$ cat src/rtl/uart_tx_arbiter.sv
// uart_tx_arbiter
// Shares one uart_tx between NUM_REQ byte producers. Grants are round-robin
// and last for a whole packet (until req_last). Bytes reach uart_tx through a
// one-entry output register that supports back-to-back loads.
// Optional feature macro: UART_TX_ARB_TIMEOUT_EN - releases a grant whose
// owner stays idle mid-packet for TIMEOUT_CYC cycles and pulses arb_timeout.
module uart_tx_arbiter #(
   parameter int NUM_REQ     = 3,
   parameter int TIMEOUT_CYC = 2700
) (
   input  logic                   sys_clk,
   input  logic                   sys_rst_n,
   input  logic [NUM_REQ*8-1:0]   req_data,
   input  logic [NUM_REQ-1:0]     req_valid,
   input  logic [NUM_REQ-1:0]     req_last,
   output logic [NUM_REQ-1:0]     req_ready,
   output logic [7:0]             tx_data,
   output logic                   tx_data_valid,
   input  logic                   tx_data_ready,
   output logic [NUM_REQ-1:0]     grant,
   output logic                   busy,
   output logic                   arb_timeout
);

   localparam int IDX_W = $clog2(NUM_REQ);

   typedef enum logic [1:0] {
      IDLE = 2'b01,
      LOCK = 2'b10
   } state_t;

   state_t           state;
   state_t           state_next;
   logic [IDX_W-1:0] grant_idx;
   logic [IDX_W-1:0] last_grant;
   logic [IDX_W-1:0] win_idx;
   logic [IDX_W-1:0] cand;
   logic             win_found;
   logic [7:0]       own_data;
   logic             own_valid;
   logic             own_last;
   logic             out_ready;
   logic             accept;
   logic             accept_last;
   logic             timeout_hit;

   if (NUM_REQ < 2 || NUM_REQ > 8 || TIMEOUT_CYC < 1) begin : g_bad_param
      $error("uart_tx_arbiter: NUM_REQ must be 2..8 and TIMEOUT_CYC at least 1");
   end

   // Round-robin scan starting after last_grant; walking the offsets from far
   // to near lets the nearest valid requester overwrite the others.
   always_comb begin
      win_found = 1'b0;
      win_idx   = '0;
      cand      = '0;
      for (int k = NUM_REQ; k >= 1; k--) begin
         cand = IDX_W'((int'(last_grant) + k) % NUM_REQ);
         if (req_valid[cand]) begin
            win_found = 1'b1;
            win_idx   = cand;
         end
      end
   end

   // Byte of the current owner, selected by the one-hot grant.
   always_comb begin
      own_data = 8'd0;
      for (int i = 0; i < NUM_REQ; i++) begin
         if (grant[i]) begin
            own_data = req_data[i*8 +: 8];
         end
      end
   end

   assign own_valid   = |(req_valid & grant);
   assign own_last    = |(req_last & grant);
   assign out_ready   = ~tx_data_valid | tx_data_ready;
   assign accept      = (state == LOCK) & own_valid & out_ready;
   assign accept_last = accept & own_last;

   // State register.
   always_ff @(posedge sys_clk or negedge sys_rst_n) begin
      if (!sys_rst_n) begin
         state <= IDLE;
      end else begin
         state <= state_next;
      end
   end

   // Next state: lock on a winner, release on the last byte or a timeout.
   always_comb begin
      state_next = state;
      case (state)
         IDLE:    if (win_found) state_next = LOCK;
         LOCK:    if (accept_last || timeout_hit) state_next = IDLE;
         default: state_next = IDLE;
      endcase
   end

   // Outputs: only the owner sees ready, and only when the output register can take a byte.
   always_comb begin
      req_ready = '0;
      if (state == LOCK) begin
         req_ready = grant & {NUM_REQ{out_ready}};
      end
      busy = (state == LOCK) | tx_data_valid;
   end

   // Grant and round-robin pointer; the pointer only moves when a grant is released.
   always_ff @(posedge sys_clk or negedge sys_rst_n) begin
      if (!sys_rst_n) begin
         grant      <= '0;
         grant_idx  <= '0;
         last_grant <= IDX_W'(NUM_REQ - 1);
      end else begin
         case (state)
            IDLE: begin
               if (win_found) begin
                  grant     <= NUM_REQ'(1) << win_idx;
                  grant_idx <= win_idx;
               end else begin
                  grant <= '0;
               end
            end
            LOCK: begin
               if (accept_last || timeout_hit) begin
                  grant      <= '0;
                  last_grant <= grant_idx;
               end
            end
            default: grant <= '0;
         endcase
      end
   end

   // One-entry output register: a load wins over a drain so bytes can stream back-to-back.
   always_ff @(posedge sys_clk or negedge sys_rst_n) begin
      if (!sys_rst_n) begin
         tx_data       <= 8'd0;
         tx_data_valid <= 1'b0;
      end else if (accept) begin
         tx_data       <= own_data;
         tx_data_valid <= 1'b1;
      end else if (tx_data_ready) begin
         tx_data_valid <= 1'b0;
      end
   end

`ifdef UART_TX_ARB_TIMEOUT_EN
   logic [31:0] idle_cnt;

   assign timeout_hit = (state == LOCK) & ~own_valid & (idle_cnt == 32'(TIMEOUT_CYC - 1));

   // Counts owner-idle cycles inside a packet; the pulse marks the forced release.
   always_ff @(posedge sys_clk or negedge sys_rst_n) begin
      if (!sys_rst_n) begin
         idle_cnt    <= 32'd0;
         arb_timeout <= 1'b0;
      end else begin
         arb_timeout <= timeout_hit;
         if ((state != LOCK) || own_valid || timeout_hit) begin
            idle_cnt <= 32'd0;
         end else begin
            idle_cnt <= idle_cnt + 32'd1;
         end
      end
   end
`else
   assign timeout_hit = 1'b0;
   assign arb_timeout = 1'b0;
`endif

endmodule

$ cat config.mk
export PLATFORM = sky130hd
export DESIGN_NAME = uart_tx_arbiter
export DESIGN_NICKNAME = d
export VERILOG_FILES = /design/src/rtl/uart_tx_arbiter.sv
export SDC_FILE = /design/constraint.sdc
export NUM_CORES = 1
export LEC_CHECK = 0
export BUFFER_PORTS_ARGS = -buffer_cell sky130_fd_sc_hd__buf_2
export CAP_MARGIN = 20
export CORE_MARGIN = 1
export CORE_UTILIZATION = 40
export DETAILED_ROUTE_END_ITERATION = 12
export PLACE_DENSITY = 0.7
export SLEW_MARGIN = 20
export SYNTH_ARGS = -nofsm -noshare
export SYNTH_HDL_FRONTEND = slang
export SYNTH_SLANG_ARGS = --single-unit
export TNS_END_PERCENT = 50
$ cat constraint.sdc
create_clock -name sys_clk -period 3 [get_ports sys_clk]
set_input_delay 0.15 -clock sys_clk [delete_from_list [all_inputs] [get_ports sys_clk]]
set_output_delay 0.15 -clock sys_clk [all_outputs]
set_load 0.05 [all_outputs]
==> results of run 1 <==
==> flip-flops by register name, indices dropped and copies added, names as in the netlist <==
register and cells:
last_grant 2, state 2, tx_data 8, tx_data_valid 1, grant_idx 2, grant 3
==> synthesized netlist by cell type, types with 3 or more instances <==
master	count
o21ai_0	15
nand2b_1	3
nor2_1	5
nand2_1	11
and2_1	4
inv_1	6
a22oi_1	6
nor2b_1	5
mux2_2	8
ha_1	4
a21oi_1	4
dfrtp_1	16
mux2i_1	4
clkbuf_1	3
==> cells by family (layout without fill, tap and decap cells) <==
| kind of cell | count (synthesis) | after routing | synth area share |
|---|---|---|---|
| AND/OR/NAND/NOR | 35 | 35 | 0.167 |
| other | 1 | 1 | 0.00333 |
| multiplexers | 12 | 12 | 0.116 |
| adder cells (fa/ha/maj) | 4 | 4 | 0.0445 |
| buffers and inverters | 12 | 59 | 0.0456 |
| AO/OA/AOI/OAI | 37 | 37 | 0.221 |
| flip-flops | 18 | 18 | 0.403 |
==> power by group through the flow <==
stage	clock (W)	combinational [W]	sequential (W)
2_1_floorplan	0	0.00000682	0.000247
3_3_place_gp	0	0.0000326	0.000247
3_5_place_dp	0	0.0000335	0.000247
4_1_cts	0.000152	0.0000346	0.000243
5_1_grt	0.000164	0.0000383	0.000243
6_report	0.000145	0.0000341	0.000243
==> metal layers <==
layer | vias to the layer above | GRT usage
met5 | - | 0
met4 | 0 | 0.0458
met3 | 4 | 0.0656
met2 | 52 | 0.295
met1 | 484 | 0.216
li1 | 523 | -
==> worst min-delay path, delay by kind of cell <==
kind / cells / cell delay, ns
buffers and inverters: 1 / 0.07
and+or+nand+nor: 1 / 0.03
AOI/OAI and AO/OA: 1 / 0.06
muxes: 1 / 0.14
==> stage by stage <==
stage	setup slack [ns]	total power, W	std cells	utilization
global placement	0.956	0.000280	191	0.535
finish	0.845	0.000422	196	0.553
CTS	0.869	0.000429	196	0.553
detailed placement	0.885	0.000281	191	0.535
floorplan	0.957	0.000254	119	-
global route	0.736	0.000445	196	0.553
==> cell type report <==
class | count | area [sq um]
sequential | 18 | 453
inverter | 6 | 22.5
clock buffer | 4 | 36.3
tap | 30 | 37.5
fill | 242 | 1150
timing repair buffer | 49 | 250
multi-input combinational | 89 | 621
==> what timing repair did <==
item / 4_1_cts / 5_1_grt
setup endpoints to repair: 0 / 0
setup buffers: 0 / 0
endpoints found under the hold margin: 16 / 0
hold buffers: 1 / 0
==> how the worst min path moves through the flow <==
stage,depth (start not counted),from,slack (ns),to
6_report,4,req_data[22],0.19,tx_data[6]
5_1_grt,4,req_data[22],0.20,tx_data[6]
4_1_cts,4,req_data[17],0.19,tx_data[1]
3_5_place_dp,1,sys_rst_n,0.1,tx_data[3]
3_3_place_gp,1,sys_rst_n,0.1,tx_data[3]
2_1_floorplan,0,sys_rst_n,-0.15,grant[0]
==> flow_metrics.py, run 1 <==
metrics = {
    "run_status": {
        "status": "complete, no violations",
    },
    "sta": {
        "whs_ns": 0.194,
        "fmax_mhz": 464,
        "final_max_slew_viol_count": 0,
        "grt_setup_unrepaired": "no",
        "finalSetupTns_ns": 0,
        "fin_crit_sh": 0.718,
        "fin_worst_skew_ns": 0.00343,
        "worst-slew-pin-transition_ns": 0.637,
        "slew_headroom": 0.572,
        "hold_viol": 0,
        "setup_viol": 0,
        "period_minus_slack_ns": 2.16,
    },
    "finish": {
        "final_cell_area_sq_mm": 0.00142,
        "final_cell_mix": "buf_2 (48), dfrtp_1 (16), o21ai_0 (15), nand2_1 (11), mux2_2 (8)",
        "syn_to_final_growth_pct": 26.3,
        "final_common_cell": "buf_2",
        "antenna_cells": 0,
        "num-nets-final": 204,
        "drive_gt1_frac": 0.380,
    },
    "critical_path": {
        "max_stage_delay_ns": 0.56,
        "cp_max_fo": 9,
        "r2r_end": "grant[0]",
        "crit_path_top_delay_cell": "dfstp_2",
        "worstSetupStartpointType": "flip-flop",
        "endpoint_kind": "flip-flop",
        "cp_top_family": "compound AO/OA/AOI/OAI gates",
        "cp.required_ns": 3.18,
        "setup.worst_path.class": "reg2reg",
        "r2r_start": "last_grant[1]",
        "path_depth": 5,
        "critPathBufInv": 0,
        "crit_path_end": "grant[0]",
        "crit_chain": "ha_1 -> nor2b_1 -> o311a_1 -> a311o_1 -> a32o_1",
        "r2r_cells": 5,
        "worstSetupStartpoint": "last_grant[1]",
        "worst-r2r-setup-slack_ns": 0.84,
        "arrival_ns": 2.34,
    },
    "clock_network": {
        "cts_made_buffers": 3,
        "tritoncts": "yes",
        "path_clk_slew_ns": 0.10,
        "clk_path_buf_depth": 2,
        "clock-sinks": 18,
        "cts_resized": 0,
        "ctsHtreeMaxLevel": 1,
        "root_buffer": "clkbuf_4",
        "insertion_delay_ns": 0.29,
    },
    "grt": {
        "first_global_vias": 904,
        "grt_max_degree": 22,
        "grt-ovfl-total": 0,
        "antenna_found_initial": 0,
        "grt_pass1_wl_microns": 3810,
        "grt_usage": 0.178,
    },
    "routing": {
        "firstDrtPassIters": 4,
        "post_drt_wl_per_cell_microns": 13.0,
        "via_count": 1063,
        "postRouteAntennaNets": 0,
        "highest-signal-layer": "met4",
        "met2_length_microns": 1270,
        "drc": 0,
        "drt_iter0_drc": 29,
        "viasPerCell": 5.42,
        "drt-met1-wl_microns": 1070,
        "wl_met3_microns": 183,
        "wl_microns": 2550,
    },
    "pwr": {
        "p_switching_w": 0.0000884,
        "ir_drop_v": 0.000287,
        "p_sw_frac": 0.210,
        "power_frac_seq": 0.575,
        "powerDensity_mw_per_mm2": 297,
        "internal_power_w": 0.000333,
        "p_clk_frac": 0.344,
        "p_leak_nw": 0.733,
        "comb_power_share": 0.081,
    },
    "synthesis": {
        "synth_seq_cells": 18,
        "yosysWarningCount": 0,
        "synthDominantCellAreaShare": 0.356,
        "syn_inst": 119,
        "syn_nets": 156,
        "synth_area_leader_cell": "dfrtp_1",
        "synth_edf_count": 0,
        "synth.cell_area_sq_mm": 0.00112,
        "syn_avg_cell_area_sq_um": 9.45,
        "ys_seq_area_frac": 0.403,
        "ys_types": 34,
        "synthArstFlopShare": 1.00,
        "synth_flop_cell": "dfrtp_1",
        "synth.area.top_cells": "dfrtp_1 (36%), mux2_2 (8.0%), o21ai_0 (6.7%)",
    },
    "placed_design": {
        "io_buffers": 48,
        "gp_congestion": 0.734,
        "post-dp-hpwl_microns": 1980,
        "place_area_sq_mm": 0.00137,
    },
    "floorplanning": {
        "dieArea_sq_mm": 0.00303,
        "std_cell_rows": 18,
        "core_area_sq_mm": 0.00257,
        "io_pins": 50,
        "die-height_microns": 55.0,
        "start_util": 0.438,
        "die_w_microns": 55.0,
    },
    "job": {
        "drv_cap": 0,
    },
    "hold_path": {
        "hold_path.class": "in2reg",
    },
}
(Power assumes the default switching activity.)
==> run 2, diff against run 1 <==
- clock period: 3 -> 2.2 ns (I/O delays scaled with it)
==> run 2 against run 1 <==
Against the previous run: clock power increased by 10%; highest routed layer unchanged; sequential power increased by 36%; largest cell class unchanged; design area increased by 0.79%; worst hold slack got worse by 0.047 ns; register-to-register slack got worse by 0.73 ns; fmax increased by 3.5%; count of clock-buffer cells in the layout decreased by 1.
==> flow_metrics.py, run 2 (synthesis results as in run 1) <==
metrics = {
    "sta": {
        "fin_worst_skew_ns": 0.00774,
        "final_max_slew_viol_count": 0,
        "fmax_mhz": 480,
        "finalSetupTns_ns": 0,
        "setup_viol": 0,
        "grt_setup_unrepaired": "no",
        "worst-slew-pin-transition_ns": 0.763,
        "hold_viol": 0,
        "period_minus_slack_ns": 2.08,
        "layout_setup_ws_ns": 0.118,
        "slew_headroom": 0.486,
        "fin_crit_sh": 0.946,
    },
    "finish": {
        "antenna_cells": 0,
        "utilization": 0.558,
        "drive_gt1_frac": 0.393,
        "final_common_cell": "buf_2",
        "final_cells": 198,
        "syn_to_final_growth_pct": 27.3,
        "largest_register_ffs": 8,
        "regMostFlops": "tx_data",
        "reg_top3": "tx_data x8, grant x3",
        "final_cell_mix": "buf_2 (48), dfrtp_1 (16), o21ai_0 (15), nand2_1 (11), mux2_2 (8)",
        "num-nets-final": 207,
    },
    "floorplanning": {
        "start_util": 0.438,
        "std_cell_rows": 18,
        "dieArea_sq_mm": 0.00303,
        "die_w_microns": 55.0,
        "io_pins": 50,
        "core_area_sq_mm": 0.00257,
        "die-height_microns": 55.0,
    },
    "grt": {
        "first_global_vias": 856,
        "grt_pass1_wl_microns": 4010,
        "grt_usage": 0.189,
        "antenna_found_initial": 0,
        "grt-ovfl-total": 0,
        "grt_max_degree": 21,
    },
    "clock_network": {
        "tritoncts": "yes",
        "root_buffer": "clkbuf_4",
        "clock-sinks": 18,
        "insertion_delay_ns": 0.29,
        "clk_path_buf_depth": 2,
        "path_clk_slew_ns": 0.10,
        "cts_made_buffers": 3,
        "ctsHtreeMaxLevel": 1,
    },
    "pwr": {
        "total_power_w": 0.000537,
        "ir_drop_v": 0.000326,
        "p_leak_nw": 0.741,
        "powerDensity_mw_per_mm2": 375,
    },
    "routing": {
        "drt_iter0_drc": 32,
        "firstDrtPassIters": 5,
        "via_count": 1055,
        "wl_microns": 2630,
        "post_drt_wl_per_cell_microns": 13.3,
        "drc": 0,
        "postRouteAntennaNets": 0,
        "viasPerCell": 5.33,
    },
    "critical_path": {
        "r2r_end": "grant[0]",
        "cp.required_ns": 2.38,
        "worst-r2r-setup-slack_ns": 0.12,
        "max_stage_delay_ns": 0.55,
        "worstSetupStartpointType": "flip-flop",
        "r2r_start": "last_grant[1]",
        "crit_chain": "inv_1 -> ha_1 -> and2b_1 -> o311a_1 -> a311o_1 -> a32o_1",
        "critPathBufInv": 1,
        "endpoint_kind": "flip-flop",
        "arrival_ns": 2.27,
        "setup.worst_path.class": "reg2reg",
        "cp_top_family": "compound AO/OA/AOI/OAI gates",
        "cp_max_fo": 4,
        "r2r_cells": 6,
        "crit_path_top_delay_cell": "dfstp_2",
    },
    "hold_path": {
        "min_to": "tx_data[6]",
        "hold_path.class": "in2reg",
        "holdPathStages": 4,
        "hp-start": "req_data[22]",
    },
    "placed_design": {
        "dp_worst_setup_slack_ns": 0.0815,
        "io_buffers": 48,
        "placedCellCount": 193,
        "gp_congestion": 0.762,
        "post-dp-hpwl_microns": 2070,
    },
    "job": {
        "drv_cap": 0,
    },
    "run_status": {
        "status": "complete, no violations",
    },
}
[run 2: cell types whose count changed in the layout (fill, tap and decap cells not counted), sizes merged]
cell,previous run,this run
buf,48,51
clkbuf,4,3
[run 2: area by class of cell]
class                      count  area [sq um]
clock buffer                   3          22.5
fill                         243          1140
inverter                       6          22.5
multi-input combinational     89           623
sequential                    18           453
tap                           30          37.5
timing repair buffer          52           273
[run 2: worst max-delay path by stage]
| stage | from | to | cells after the start |
|---|---|---|---|
| floorplan | last_grant[1] | grant[0] | 6 |
| global placement | last_grant[1] | grant[0] | 5 |
| detailed placement | last_grant[1] | grant[0] | 6 |
| CTS | last_grant[1] | grant[0] | 6 |
| global route | last_grant[1] | grant[0] | 6 |
| finish | last_grant[1] | grant[0] | 6 |
[run 2: through the flow]
stage	hold WS, ns	instance area [sq um]
3_5_place_dp	0.0656	1390
2_1_floorplan	-0.186	1120
3_3_place_gp	0.0590	1390
6_report	0.147	1430
5_1_grt	0.147	1430
4_1_cts	0.135	1420
[run 2: worst reg2reg max path, stage by stage, from the launching register on]
cell and delay, ns:
dfstp_2 0.55, inv_1 0.07, ha_1 0.20, and2b_1 0.19, o311a_1 0.38, a311o_1 0.35
a32o_1 0.24
[run 2: where the power goes]
| part | total, W | internal [W] | switching, W |
|---|---|---|---|
| registers | 0.000331 | 0.000331 | 0 |
| logic | 0.0000468 | 0.0000232 | 0.0000237 |
| clock network | 0.000160 | 0.0000638 | 0.0000961 |
[run 2: what timing repair did]
item	CTS	global route
setup endpoints to repair	0	1
endpoints found under the hold margin	16	0
gates resized for setup	0	1
hold buffers	1	0
buffers inserted	0	1
[run 2: layer usage]
| metal | vias to the layer above | global-route usage | share of wire |
|---|---|---|---|
| met4 | 0 | 0.0500 | 0.0084 |
| met2 | 40 | 0.309 | 0.51 |
| met5 | - | 0 | 0 |
| li1 | 527 | - | - |
| met1 | 483 | 0.242 | 0.42 |
| met3 | 5 | 0.0574 | 0.062 |
==> run 3, diff against run 2 <==
- CELL_PAD_IN_SITES_DETAIL_PLACEMENT: not set -> 0
- CELL_PAD_IN_SITES_GLOBAL_PLACEMENT: not set -> 1
- CORE_ASPECT_RATIO: not set -> 0.7
- CORE_UTILIZATION: 40 -> 33
- PLACE_DENSITY: 0.7 -> not set
- PLACE_DENSITY_LB_ADDON: not set -> 0.1
==> run 3 against run 2 <==
Against the previous run: critical path depth stayed put; combinational power about the same; global-route usage down 2.9 points; via count down 1.5%; fmax is 1.5% lower; core utilization down 9.6 points; sequential share of layout area is 0.91 points lower; count of clock-buffer cells in the layout up 1; worst setup slack got worse by 0.031 ns; design area up 3.0%; clock skew shrank 0.0062 ns; sequential cell count did not move; critical path type unchanged; largest power group unchanged.
==> flow_metrics.py, run 3 (synthesis results as in run 1) <==
metrics = {
    "finish": {
        "regMostFlops": "tx_data",
        "reg_top3": "tx_data x8, grant x3",
        "fillers": 325,
        "num-nets-final": 207,
        "largest_register_ffs": 8,
        "multi_input_area_sq_um": 623,
        "final_common_cell": "buf_2",
        "antenna_cells": 0,
        "final_cell_mix": "buf_2 (48), dfrtp_1 (16), o21ai_0 (14), nand2_1 (11), mux2_2 (8)",
        "syn_to_final_growth_pct": 31.0,
        "ff_latch_area_sq_um": 453,
        "utilization": 0.462,
        "drive_gt1_frac": 0.396,
    },
    "grt": {
        "grt_max_degree": 21,
        "antenna_found_initial": 0,
        "grt_pass1_wl_microns": 4400,
        "first_global_vias": 867,
        "met3_usage": 0.0493,
        "top_usage_layer": "met1",
        "gr-usage-met2": 0.204,
        "use_met1": 0.254,
        "grt-ovfl-total": 0,
        "grt_usage": 0.161,
    },
    "pwr": {
        "comb_power_share": 0.072,
        "powerDensity_mw_per_mm2": 445,
        "p_clk_frac": 0.424,
        "p_switching_w": 0.000143,
        "internal_power_w": 0.000513,
        "p_sw_frac": 0.218,
        "ir_drop_v": 0.000242,
        "power_frac_seq": 0.504,
        "p_leak_nw": 0.756,
    },
    "clock_network": {
        "root_buffer": "clkbuf_8",
        "tritoncts": "yes",
        "cts_made_buffers": 3,
        "insertion_delay_ns": 0.26,
        "clk_path_buf_depth": 2,
        "clock-sinks": 18,
        "ctsHtreeMaxLevel": 1,
        "path_clk_slew_ns": 0.07,
    },
    "routing": {
        "postRouteAntennaNets": 0,
        "wl_microns": 2750,
        "firstDrtPassIters": 4,
        "via_count": 1039,
        "viasPerCell": 5.02,
        "drc": 0,
        "post_drt_wl_per_cell_microns": 13.3,
        "drt_iter0_drc": 51,
    },
    "hold_path": {
        "hold_path.class": "in2reg",
    },
    "floorplanning": {
        "die-height_microns": 50.8,
        "start_util": 0.353,
        "core_area_sq_mm": 0.00319,
        "dieArea_sq_mm": 0.00365,
        "io_pins": 50,
        "std_cell_rows": 17,
        "die_w_microns": 71.8,
    },
    "placed_design": {
        "post-dp-hpwl_microns": 2110,
        "io_buffers": 48,
        "gp_congestion": 0.868,
    },
    "critical_path": {
        "cp.required_ns": 2.35,
        "critPathBufInv": 1,
        "worstSetupStartpointType": "flip-flop",
        "crit_chain": "inv_1 -> ha_1 -> and2b_1 -> o311a_1 -> a311o_1 -> a32o_1",
        "arrival_ns": 2.26,
        "setup.worst_path.class": "reg2reg",
        "cp_max_fo": 4,
        "max_stage_delay_ns": 0.55,
        "cp_top_family": "compound AO/OA/AOI/OAI gates",
        "crit_path_top_delay_cell": "dfstp_2",
        "endpoint_kind": "flip-flop",
    },
    "sta": {
        "setup_viol": 0,
        "slew_headroom": 0.528,
        "fin_crit_sh": 0.960,
        "final_max_slew_viol_count": 0,
        "grt_setup_unrepaired": "no",
        "fin_worst_skew_ns": 0.00154,
        "finalSetupTns_ns": 0,
        "hold_viol": 0,
        "period_minus_slack_ns": 2.11,
        "worst-slew-pin-transition_ns": 0.701,
        "fmax_mhz": 473,
    },
    "job": {
        "drv_cap": 0,
    },
    "run_status": {
        "status": "complete, no violations",
    },
}
run 3: changes by cell type in the layout (fill, tap and decap cells not counted), sizes merged:
cell,previous run,this run
clkbuf,3,4
run 3: final cells by class:
type                            instances  share of cell area
Multi-Input combinational cell         89               0.423
Sequential cell                        18               0.307
Timing Repair Buffer                   52               0.185
Clock buffer                            4              0.0374
Tap cell                               38              0.0323
Inverter                                6              0.0153
run 3: what timing repair did:
action / in CTS / in global routing
endpoints found under the setup margin: 0 / 2
setup buffers: 0 / 0
hold endpoints to repair: 16 / 0
resized for setup: 0 / 2
hold buffers: 1 / 0
run 3: power by group through the flow:
stage          Clock, W  Combinational, W  Sequential [W]
2_1_floorplan         0        0.00000930        0.000337
3_3_place_gp          0         0.0000457        0.000337
3_5_place_dp          0         0.0000464        0.000337
4_1_cts        0.000283         0.0000478        0.000331
5_1_grt        0.000294         0.0000526        0.000331
6_report       0.000278         0.0000471        0.000331
run 3: stage by stage:
stage	instance area, sq um	power, W	hold WS [ns]	setup slack (ns)	std cells
after floorplan	1120	0.000347	-0.186	0.157	119
after global placement	1410	0.000383	0.0650	0.142	202
after detailed placement	1410	0.000384	0.0730	0.0965	202
after CTS	1470	0.000661	0.192	0.0843	207
after global routing	1470	0.000677	0.201	0.000175	207
final	1470	0.000656	0.189	0.0870	207
run 3: path summary, 6_finish.rpt:
path / slack, ns / startpoint / to / depth (start not counted)
setup / recovery: 0.09 / last_grant[1] / grant[0] / 6
hold / removal: 0.19 / req_data[16] / tx_data[0] / 4
setup reg to reg: 0.09 / last_grant[1] / grant[0] / 6
hold reg to reg: 0.49 / grant_idx[0] / last_grant[0] / 2
max in group asynchronous: 1.55 / sys_rst_n / last_grant[1] / 2
min in group asynchronous: 0.32 / sys_rst_n / tx_data[3] / 2
run 3: layer usage:
layer | up-vias | wire, microns
met4 | 0 | 18
met5 | - | 0
met1 | 475 | 1470
met2 | 31 | 1110
met3 | 4 | 148
li1 | 529 | -
run 3: tightest hold or removal path, cell delays in order:
cell	delay, ns
buf_2	0.07
nand2_1	0.04
o21ai_0	0.06
mux2_2	0.14
